--- src/rtl/fog_loop_if.sv ---
// Sequencer-facing bundle: trigger/enable/error inputs and the
// phase-ramp control outputs.
interface fog_loop_if;
    logic               i_trig;
    logic               i_enable;
    logic signed [31:0] i_step_in;
    logic [3:0]         i_gain_fine;
    logic [31:0]        i_err_thresh;
    logic signed [31:0] o_step;
    logic [31:0]        o_fb_on;
    logic [3:0]         o_gain_sel;
    logic [2:0]         o_state;
    logic               o_locked;
    logic [15:0]        o_fault_cnt;

    modport master (
        output i_trig, i_enable, i_step_in, i_gain_fine, i_err_thresh,
        input  o_step, o_fb_on, o_gain_sel, o_state, o_locked,
        o_fault_cnt
    );

    modport slave (
        input  i_trig, i_enable, i_step_in, i_gain_fine, i_err_thresh,
        output o_step, o_fb_on, o_gain_sel, o_state, o_locked,
        o_fault_cnt
    );
endinterface

--- src/rtl/fog_loop_sequencer.sv ---
// Open/closed-loop sequencer for the gyro phase ramp: settle, coarse
// acquire, fine track and relock, advancing once per modulation period.
module fog_loop_sequencer #(
    parameter int         SETTLE_CNT  = 16,
    parameter int         COARSE_CNT  = 64,
    parameter int         FAULT_RUN   = 8,
    parameter logic [3:0] GAIN_COARSE = 4'd6
) (
    input logic      i_clk,
    input logic      i_rst,
    fog_loop_if.slave bus
);

    typedef enum logic [2:0] {
        IDLE   = 3'd0,
        SETTLE = 3'd1,
        COARSE = 3'd2,
        FINE   = 3'd3,
        RELOCK = 3'd4
    } state_e;

    state_e             state_q, state_d;
    logic [15:0]        cnt_q, cnt_d;
    logic signed [31:0] step_q, step_d;
    logic [3:0]         gain_q, gain_d;
    logic [15:0]        fault_q, fault_d;

    logic [31:0] mag;
    logic [15:0] cnt_inc;
    logic        over;
    logic        fb_next;

    // Most negative input saturates instead of wrapping back negative.
    always_comb begin
        mag = bus.i_step_in;
        if (bus.i_step_in[31]) begin
            if (bus.i_step_in == 32'sh8000_0000) begin
                mag = 32'h7FFF_FFFF;
            end else begin
                mag = ~bus.i_step_in + 32'd1;
            end
        end
    end

    assign over    = mag > bus.i_err_thresh;
    assign cnt_inc = cnt_q + 16'd1;

    always_comb begin
        state_d = state_q;
        cnt_d   = cnt_q;
        step_d  = step_q;
        gain_d  = gain_q;
        fault_d = fault_q;
        fb_next = 1'b0;
        if (!bus.i_enable) begin
            state_d = IDLE;
            cnt_d   = '0;
            step_d  = '0;
            gain_d  = '0;
        end else if (bus.i_trig) begin
            unique case (state_q)
                IDLE: begin
                    state_d = SETTLE;
                    cnt_d   = '0;
                end
                SETTLE: begin
                    if (cnt_q == 16'(SETTLE_CNT - 1)) begin
                        state_d = COARSE;
                        cnt_d   = '0;
                    end else begin
                        cnt_d = cnt_inc;
                    end
                end
                COARSE: begin
                    if (over) begin
                        cnt_d = '0;
                    end else if (cnt_inc == 16'(COARSE_CNT)) begin
                        state_d = FINE;
                        cnt_d   = '0;
                    end else begin
                        cnt_d = cnt_inc;
                    end
                end
                FINE: begin
                    if (!over) begin
                        cnt_d = '0;
                    end else if (cnt_inc == 16'(FAULT_RUN)) begin
                        state_d = RELOCK;
                        cnt_d   = '0;
                        if (fault_q != 16'hFFFF) begin
                            fault_d = fault_q + 16'd1;
                        end
                    end else begin
                        cnt_d = cnt_inc;
                    end
                end
                RELOCK: begin
                    state_d = COARSE;
                    cnt_d   = '0;
                end
                default: begin
                    state_d = IDLE;
                    cnt_d   = '0;
                end
            endcase

            // Gain and step follow the state being entered or held.
            unique case (state_d)
                SETTLE: gain_d = GAIN_COARSE;
                COARSE: gain_d = GAIN_COARSE;
                RELOCK: gain_d = GAIN_COARSE;
                FINE:   gain_d = bus.i_gain_fine;
                default: gain_d = '0;
            endcase
            fb_next = (state_d == COARSE) || (state_d == FINE) ||
                      (state_d == RELOCK);
            step_d  = fb_next ? bus.i_step_in : 32'sd0;
        end
    end

    always_ff @(posedge i_clk) begin
        if (i_rst) begin
            state_q <= IDLE;
            cnt_q   <= '0;
            step_q  <= '0;
            gain_q  <= '0;
            fault_q <= '0;
        end else begin
            state_q <= state_d;
            cnt_q   <= cnt_d;
            step_q  <= step_d;
            gain_q  <= gain_d;
            fault_q <= fault_d;
        end
    end

    assign bus.o_step      = step_q;
    assign bus.o_gain_sel  = gain_q;
    assign bus.o_state     = state_q;
    assign bus.o_locked    = (state_q == FINE);
    assign bus.o_fault_cnt = fault_q;
    assign bus.o_fb_on     = {31'd0, (state_q == COARSE) ||
                              (state_q == FINE) || (state_q == RELOCK)};

endmodule
--- src/flat_wrapper.sv ---
// flat-port wrapper written by rule: the top's interface ports become plain ports
module fog_loop_sequencer_flat 
#(
    parameter int         SETTLE_CNT  = 16,
    parameter int         COARSE_CNT  = 64,
    parameter int         FAULT_RUN   = 8,
    parameter logic [3:0] GAIN_COARSE = 4'd6
)
  (i_clk, i_rst, bus_i_trig, bus_i_enable, bus_i_step_in, bus_i_gain_fine, bus_i_err_thresh, bus_o_step, bus_o_fb_on, bus_o_gain_sel, bus_o_state, bus_o_locked, bus_o_fault_cnt);
  fog_loop_if bus_i ();
  input logic i_clk;
  input logic i_rst;
  input wire logic [$bits(bus_i.i_trig)-1:0] bus_i_trig;
  input wire logic [$bits(bus_i.i_enable)-1:0] bus_i_enable;
  input wire logic [$bits(bus_i.i_step_in)-1:0] bus_i_step_in;
  input wire logic [$bits(bus_i.i_gain_fine)-1:0] bus_i_gain_fine;
  input wire logic [$bits(bus_i.i_err_thresh)-1:0] bus_i_err_thresh;
  output wire logic [$bits(bus_i.o_step)-1:0] bus_o_step;
  output wire logic [$bits(bus_i.o_fb_on)-1:0] bus_o_fb_on;
  output wire logic [$bits(bus_i.o_gain_sel)-1:0] bus_o_gain_sel;
  output wire logic [$bits(bus_i.o_state)-1:0] bus_o_state;
  output wire logic [$bits(bus_i.o_locked)-1:0] bus_o_locked;
  output wire logic [$bits(bus_i.o_fault_cnt)-1:0] bus_o_fault_cnt;
  assign bus_i.i_trig = bus_i_trig;
  assign bus_i.i_enable = bus_i_enable;
  assign bus_i.i_step_in = bus_i_step_in;
  assign bus_i.i_gain_fine = bus_i_gain_fine;
  assign bus_i.i_err_thresh = bus_i_err_thresh;
  assign bus_o_step = bus_i.o_step;
  assign bus_o_fb_on = bus_i.o_fb_on;
  assign bus_o_gain_sel = bus_i.o_gain_sel;
  assign bus_o_state = bus_i.o_state;
  assign bus_o_locked = bus_i.o_locked;
  assign bus_o_fault_cnt = bus_i.o_fault_cnt;
  fog_loop_sequencer #(.SETTLE_CNT(SETTLE_CNT), .COARSE_CNT(COARSE_CNT), .FAULT_RUN(FAULT_RUN), .GAIN_COARSE(GAIN_COARSE)) u_core (.i_clk(i_clk), .i_rst(i_rst), .bus(bus_i));
endmodule
--- config.mk ---
export PLATFORM = sky130hd
export DESIGN_NAME = fog_loop_sequencer_flat
export DESIGN_NICKNAME = d
export VERILOG_FILES = /design/src/rtl/fog_loop_if.sv /design/src/rtl/fog_loop_sequencer.sv /design/src/flat_wrapper.sv
export SDC_FILE = /design/constraint.sdc
export NUM_CORES = 1
export LEC_CHECK = 0
export BUFFER_PORTS_ARGS = -buffer_cell sky130_fd_sc_hd__buf_2
export CAP_MARGIN = 20
export CORE_AREA = 10 10 114 116
export DETAILED_ROUTE_END_ITERATION = 8
export DIE_AREA = 0 0 124 126
export PLACE_DENSITY = 0.76
export REMOVE_ABC_BUFFERS = 1
export SLEW_MARGIN = 20
export SYNTH_ARGS = -nofsm -noshare
export SYNTH_HDL_FRONTEND = slang
export SYNTH_SLANG_ARGS = --single-unit
--- constraint.sdc ---
create_clock -name i_clk -period 12.2 [get_ports i_clk]
set_input_delay 2.44 -clock i_clk [delete_from_list [all_inputs] [get_ports i_clk]]
set_output_delay 2.44 -clock i_clk [all_outputs]
set_load 0.05 [all_outputs]
== After elaboration in Yosys (flattened, before gate mapping) ==
Cells that the tools add are included.
Cells by class
  add/subtract/negate cells: 3
  $mul: 0
  divide/modulo/power cells: 0
  order comparisons: 1
  equal/unequal tests: 13
  shifts and indexed selects: 0
  mux-type cells: 18
  bitwise operators: 2
  reduce and logical (&&, ||, !) cells: 8
Operator list (count)
  32-bit 2-to-1 mux: 3
  16-bit 2-to-1 mux: 5
  16-bit one-hot mux with 3 select lines: 1
  16-bit by 1-bit adder with 16-bit output, second input constant: 2
  32-bit by 1-bit adder with 32-bit output, second input constant: 1
  16-bit by 4-bit equality test with 1-bit output, second input constant: 2
  32-bit equality test, second input constant: 1
  32-bit greater-than comparator: 1
  32-bit inverter: 1
  3-bit 2-to-1 mux: 7
  16-bit by 7-bit equality test with 1-bit output, second input constant: 1
  16-bit != test, second input constant: 1
  3-bit one-hot mux with 5 select lines: 1
  3-bit by 2-bit equality test with 1-bit output, second input constant: 4
  4-bit one-hot mux with 2 select lines: 1
  3-bit by 1-bit equality test with 1-bit output, second input constant: 2
  3-bit equality test, second input constant: 2
  6-bit AND reduction: 1
  1-bit logical OR: 4
  3-bit logical NOT: 1
  3-bit OR reduction: 1
  2-bit OR reduction: 1
  1-bit inverter: 1
Storage, ports and cells
  flip-flop bits (word level): 71
  bits in latches: 0
  RAM bits: 0
  bits in read-only memories: 0
  input port bits: 72
  output and inout port bits: 88
  logic and storage cells: 50
  memories kept: 0

== Logic depth before layout (Yosys ltp) ==
Gate-level depths: netlist of run 1.
  word-level depth: 13
  depth in mapped cells: 21
  mapped depth without buffers: 19

== Least setup slack after synthesis of run 1 ==
Ideal clock, no wire load.
  path type: input-to-reg
  start point: input bus_i_step_in[1]
  end point: register u_core.fault_q[10], in the netlist u_core.bus.o_fault_cnt[10]
  setup time: 0.132 ns
  data arrival time: 7.236 ns
  required time: 12.068 ns
  path slack: 4.832 ns
  cell stages on the path: 20
  path buffers: 2
  cells stage by stage: inv_1 -> ha_1 -> or4b_1 -> or3_1 -> nand2b_1 -> or3_1 -> nand2b_1 -> or2_2 -> clkbuf_1 -> clkbuf_1 -> nand2_1 -> ha_1 -> nand4_1 -> nor4_1 -> inv_1 -> a311o_1 -> a2111o_1 -> nor4_4 -> a31o_2 -> a21oi_1
Between the ends
  longest elaborated chain between the ends: 6
  elaborated cells between the ends (all ways): 7
  classes of those cells: add/sub: 1; order compare: 1; eq/ne: 1; mux: 2; bitwise: 1; reduce/logical: 1
Ends and longest elaborated chain
  from (decl): RTL line flat_wrapper.sv:15  | input wire logic [$bits(bus_i.i_step_in)-1:0] bus_i_step_in;
  32-bit inverter: RTL line fog_loop_sequencer.sv:40  | mag = ~bus.i_step_in + 32'd1;
  32-bit by 1-bit adder with 32-bit output: RTL line fog_loop_sequencer.sv:40
  32-bit 2-to-1 mux: RTL line fog_loop_sequencer.sv:37  | if (bus.i_step_in == 32'sh8000_0000) begin
  32-bit 2-to-1 mux *: RTL line fog_loop_sequencer.sv:36  | if (bus.i_step_in[31]) begin
  32-bit greater-than comparator *: RTL line fog_loop_sequencer.sv:45  | assign over = mag > bus.i_err_thresh;
  6-bit AND reduction (no line) *
  to (signal assigned): RTL line fog_loop_sequencer.sv:133  | fault_q <= fault_d;
  to (decl): RTL line fog_loop_sequencer.sv:26  | logic [15:0] fault_q, fault_d;
Every way passes the cells marked *; elsewhere a longest branch is shown, timed or not.
A chain may end at the register's enable or synchronous reset.

== Worst setup path after layout of run 1 ==
  start point: input bus_i_step_in[1]
  end point: register u_core.fault_q[6], in the netlist u_core.bus.o_fault_cnt[6]
The elaborated chain is that of the path after synthesis.

==> results.yml, run 1 <==
timing:
  max_freq_mhz: 128
  setup_viol_count_final: 0
  maxSlewViolCount: 0
  post-route-period-util_pct: 64.1
  skew_ps: 10.7
  hold_viol_final: 0
  tns_ps: 0
  tightest_slew_ps: 944
  slew_headroom_pct: 37.1
  period_needed_ps: 7820
  rsz0062_at_grt: "no"
grt:
  grt_remaining_overflow: 0
  first_global_vias: 5181
  grt_max_degree: 46
  antenna_found_initial: 0
  grtUsageTotal_pct: 18.3
  grt_pass1_wl_um: 24100
placement:
  dp.cells: 930
  portBuffers: 128
  gp_congestion: 0.836
  place_hpwl_um: 11500
floorplan:
  die_y_um: 126
  core-area_um2: 10700
  initial_core_util_pct: 49.4
  die_area_um2: 15600
  io_pins: 160
  fp-row-count: 38
  die_x_um: 124
synth:
  synth.avg_cell_area_um2: 7.55
  synth_flop_cell: "dfxtp_1"
  synth_top_family_by_area: "simple AND/OR/NAND/NOR gates"
  synth.area.top_cells: "dfxtp_1 27%, ha_1 8.5%, nand2_1 5.3%"
  yosysTopAreaCellShare_pct: 26.9
  synth_seq_cells: 71
  ys_seq_area_share_pct: 26.9
  synthesis.area_um2: 5280
  synth_fa_ha_area_share_pct: 8.53
  ys_types: 63
  synth.area.mux_share_pct: 0.569
  ys_warn_count: 0
  synth_edf_count: 0
  post_synth_xor_area_fraction_pct: 6.80
  synthArstFlopShare_pct: 0
  yosys.area_share.simple_pct: 25.0
  yosys.area.top_type: "dfxtp_1"
  synth_compound_area_share_pct: 21.0
  netlist_instances: 699
power:
  ir_drop_v: 0.0000483
  p_clk_share_pct: 38.9
  pwr-share-seq_pct: 42.0
  p_leak_nw: 2.70
  comb_power_share_pct: 19.0
  p_per_area_nw_per_um2: 91.3
  p_sw_share_pct: 31.2
  netSwitchingPower_mw: 0.173
  intPower_mw: 0.381
routing:
  remaining_drc_errors: 0
  wl_per_cell_um: 15.7
  wirelength_um: 14900
  via_count: 5294
  drtIter0Drc: 331
  final_antenna_net_count: 0
  routed_via_density: 5.59
  firstDrtPassIters: 5
worst_setup_path:
  crit_fanout: 27
  endpoint_kind: "register"
  crit_required_ps: 12430
  worstPathArrival_ps: 8050
  path_class: "input pin to register"
  r2r_setup_slack_ps: 8390
  start_kind: "input pin"
clocking:
  cts.htree.levels: 3
  path_clk_slew_ps: 80
  cts_resized: 0
  clk_latency_ps: 360
  clockBufferDepth: 2
  cts_setup_buffers: 0
  tritoncts: "yes"
  clkSinkCount: 71
  cts_made_buffers: 9
  clock-root-buffer: "clkbuf_8"
  hold_buffers: 0
finish:
  syn2layout_area_growth_pct: 14.8
  diodes: 0
  fin_cells: 947
  drive_above_1_share_pct: 21.3
  finalNetCount: 910
job:
  drv_cap: 0
worst_hold_path:
  hold_path.class: "register to register"
run_status:
  status: "finished clean"
layout by cell type (no fill, tap or decap), types with 4 or more instances in the layout:
cell type / n
a21oi_1: 49
a22oi_1: 32
a31o_2: 7
and2_1: 6
buf_2: 128
clkbuf_8: 9
conb_1: 31
dfxtp_1: 71
ha_1: 36
inv_1: 51
nand2_1: 75
nand2b_1: 8
nand3_1: 11
nand4_1: 22
nor2_1: 71
nor2b_1: 4
nor3_1: 10
nor4_1: 9
nor4_2: 6
o21ai_0: 35
o31ai_1: 10
o41ai_1: 5
or3_1: 7
or4_1: 4
xnor2_1: 14
xor2_1: 27
area by class of cell:
class	instances	area, µm²
clock inverter	7	96.3
clock buffer	9	124
fill	988	4640
tap	140	175
multi-input combinational	537	3390
timing repair buffer	131	663
inverter	52	195
sequential	71	1420
registers in the layout, summed over array words and instances (netlist names):
| signal | cells |
|---|---|
| u_core.bus.o_fault_cnt | 16 |
| u_core.bus.o_gain_sel | 4 |
| u_core.bus.o_state | 3 |
| u_core.bus.o_step | 32 |
| u_core.cnt_q | 16 |
layer usage:
layer / global-route usage (%) / part of all wire, % / wire (µm)
met5: 0 / 0 / 0
met4: 5.69 / 1.6 / 235
met3: 5.41 / 10 / 1490
met2: 30.5 / 47 / 7000
met1: 22.0 / 41 / 6190
metrics by stage:
stage | area (µm²) | utilization, % | hold slack [ps] | worst slack (ps) | power [mW]
after floorplan | 5000 | - | 469 | 4840 | 0.307
after global placement | 5830 | 54.5 | 449 | 4210 | 0.337
after detailed placement | 5830 | 54.5 | 467 | 3980 | 0.341
after CTS | 6050 | 56.6 | 489 | 4310 | 0.556
after global routing | 6060 | 56.7 | 510 | 3870 | 0.577
final | 6060 | 56.7 | 485 | 4380 | 0.554
power groups by stage:
stage                     Combinational (mW)  Clock, mW  Sequential [mW]
after floorplan                       0.0674          0            0.240
after CTS                              0.104      0.220            0.233
after detailed placement               0.103          0            0.238
after global placement                0.0994          0            0.238
after global routing                   0.117      0.227            0.233
final                                  0.105      0.216            0.233
final timing paths:
path,startpoint,endpoint,cells after the start
worst max-delay path,bus_i_step_in[1],u_core.bus.o_fault_cnt[6],19
worst min-delay path,u_core.bus.o_gain_sel[3],u_core.bus.o_gain_sel[3],1
worst max register to register,u_core.cnt_q[0],u_core.bus.o_fault_cnt[6],9
worst min register to register,u_core.bus.o_gain_sel[3],u_core.bus.o_gain_sel[3],1
cell families (layout without fill, tap and decap cells):
group | after synthesis | count (layout)
and+or+nand+nor | 257 | 257
buffers and inverters | 121 | 199
other | 1 | 31
adders and majority gates | 36 | 36
AOI/OAI and AO/OA | 169 | 169
muxes | 3 | 3
DFF | 71 | 71
xor gates and xnor gates | 41 | 41
cell usage after synthesis, drive strengths merged (6+ instances only):
library cell	number
nand3	12
a22oi	32
nand2b	9
o31ai	10
nor3	12
ha	36
inv	51
or3	7
and2	6
nand2	75
nand4	23
clkbuf	27
xnor2	14
nor4	16
a31o	7
nor2	72
dfxtp	71
or4	6
o21ai	35
buf	42
xor2	27
a21oi	49
critical path: stages:
cell and delay (ps):
buf_2 110, inv_1 70, ha_1 180, or4b_1 500
or3_1 440, nand2b_1 190, or3_1 400, nand2b_1 270
or2_2 550, nand2_1 140, ha_1 170, nand4_1 160
nor4_1 480, inv_1 110, a311o_1 330, a2111o_1 670
nor4_4 530, a31o_2 220, a21oi_1 60
Note: power is estimated with default switching activity, not from simulation.
==> run 2: changes to the inputs <==
--- a/config.mk
+++ b/config.mk
@@ -7,10 +7,10 @@
 export LEC_CHECK = 0
 export BUFFER_PORTS_ARGS = -buffer_cell sky130_fd_sc_hd__buf_2
 export CAP_MARGIN = 20
-export CORE_AREA = 10 10 114 116
+export CORE_AREA = 10 10 116 118
 export DETAILED_ROUTE_END_ITERATION = 8
-export DIE_AREA = 0 0 124 126
-export PLACE_DENSITY = 0.76
+export DIE_AREA = 0 0 126 128
+export PLACE_DENSITY = 0.77
 export REMOVE_ABC_BUFFERS = 1
 export SLEW_MARGIN = 20
 export SYNTH_ARGS = -nofsm -noshare
==> constraint.sdc (replaced) <==
create_clock -name i_clk -period 6.3 [get_ports i_clk]
set_input_delay 1.26 -clock i_clk [delete_from_list [all_inputs] [get_ports i_clk]]
set_output_delay 1.26 -clock i_clk [all_outputs]
set_load 0.05 [all_outputs]
==> run 2 against run 1 <==
Largest cell class unchanged. Setup slack worse by 4000 ps. Core utilization up 0.43 points. Die area up 3.2%. Combinational power up 100%. Cell count up 2.6%.
==> results.yml, run 2 (synthesis results as in run 1) <==
grt:
  grt_pass1_wl_um: 24200
  grt_max_degree: 46
  first_global_vias: 4957
  grt_remaining_overflow: 0
  antenna_found_initial: 0
  grtUsageTotal_pct: 17.6
finish:
  final_common_cell: "buf_2"
  finalNetCount: 932
  syn2layout_area_growth_pct: 21.4
  most-common-layout-cells: "128 x buf_2, 75 x nand2_1, 71 x dfxtp_1"
  diodes: 0
  largest_reg_flops: 32
  drive_above_1_share_pct: 23.9
  final_area_um2: 6410
placement:
  portBuffers: 128
  placed_cell_area_um2: 6040
  place_hpwl_um: 11100
  gp_congestion: 0.880
  pre_cts_slack_ps: -68.8
worst_setup_path:
  r2r_end: "u_core.bus.o_fault_cnt[13]"
  crit_required_ps: 6510
  crit_fanout: 10
  endpoint_kind: "register"
  worstPathArrival_ps: 6160
  r2r_setup_slack_ps: 2860
  path_class: "input pin to register"
  reg2regPathDepth: 10
  reg2reg_from: "u_core.cnt_q[0]"
  start_kind: "input pin"
timing:
  setup_ws_ps: 355
  hold_viol_final: 0
  slew_headroom_pct: 33.0
  tightest_slew_ps: 1000
  tns_ps: 0
  setup_viol_count_final: 0
  skew_ps: 7.46
  post-route-period-util_pct: 94.4
  max_freq_mhz: 168
  period_needed_ps: 5940
  maxSlewViolCount: 0
floorplan:
  die_area_um2: 16100
  die_y_um: 128
  fp-row-count: 39
  core-area_um2: 11200
  die_x_um: 126
  io_pins: 160
  initial_core_util_pct: 47.0
routing:
  remaining_drc_errors: 0
  routed_via_density: 5.45
  wirelength_um: 14600
  drtIter0Drc: 439
  via_count: 5294
  final_antenna_net_count: 0
  wl_per_cell_um: 15.0
  firstDrtPassIters: 6
clocking:
  cts.htree.levels: 3
  clockBufferDepth: 2
  tritoncts: "yes"
  cts_setup_buffers: 0
  cts_resized: 0
  hold_buffers: 0
  clock-root-buffer: "clkbuf_16"
  cts_made_buffers: 9
  path_clk_slew_ps: 50
  clk_latency_ps: 340
  clkSinkCount: 71
run_status:
  status: "finished clean"
worst_hold_path:
  min_to: "u_core.bus.o_gain_sel[3]"
  hp-start: "u_core.bus.o_gain_sel[3]"
  hold_path.class: "register to register"
  min_path_cells: 1
power:
  p_per_area_nw_per_um2: 194
  ir_drop_v: 0.000208
  p_leak_nw: 2.90
job:
  drv_cap: 0
run 2: critical path: stages:
cell and delay [ps]:
buf_2 110, inv_1 70, ha_1 180, or4b_1 450
or3_1 410, nand2b_1 180, or3_1 380, nand2b_2 240
o31ai_2 230, xor2_1 170, nand2_1 80, ha_1 300
nand4_1 190, buf_4 200, nor3_1 150, nand2_1 90
a32o_1 270, a2111o_1 550, buf_12 200, nor4_2 240
xnor2_1 150, nor2_1 50
run 2: layout make-up:
type / instances / area (µm²)
Inverter: 52 / 195
Sequential cell: 71 / 1420
Clock inverter: 2 / 60.1
Timing Repair Buffer: 153 / 853
Clock buffer: 14 / 284
Multi-Input combinational cell: 537 / 3420
Tap cell: 143 / 179
Fill cell: 1037 / 4810
run 2: power breakdown:
part           switching [mW]  internal, mW
Clock                   0.192         0.390
Sequential            0.00127         0.450
Combinational           0.141        0.0699
Total                   0.334         0.910
run 2: worst max-delay path by stage:
stage                                 endpoint  depth (start not counted)             start  slack (ps)
floorplan            u_core.bus.o_fault_cnt[6]                         19  bus_i_step_in[1]         120
global placement    u_core.bus.o_fault_cnt[14]                         20  bus_i_step_in[1]         100
detailed placement  u_core.bus.o_fault_cnt[13]                         21  bus_i_step_in[1]         -70
CTS                 u_core.bus.o_fault_cnt[14]                         21  bus_i_step_in[1]         270
global route        u_core.bus.o_fault_cnt[13]                         22  bus_i_step_in[1]         -50
finish              u_core.bus.o_fault_cnt[13]                         22  bus_i_step_in[1]         360
run 2: per-stage QoR:
stage	instances	total power, mW	hold slack (ps)	utilization [%]
finish	972	1.24	478	57.1
global route	972	1.30	521	57.1
CTS	972	1.25	480	56.8
detailed placement	956	0.667	466	53.8
global placement	956	0.665	457	53.8
floorplan	660	0.595	469	-
run 2: metal layers:
metal	up-vias	global-route usage, %	share of wire (%)
met3	14	6.66	11
met5	-	0	0
met4	0	4.35	1.1
li1	2658	-	-
met2	206	27.8	44
met1	2416	22.1	44
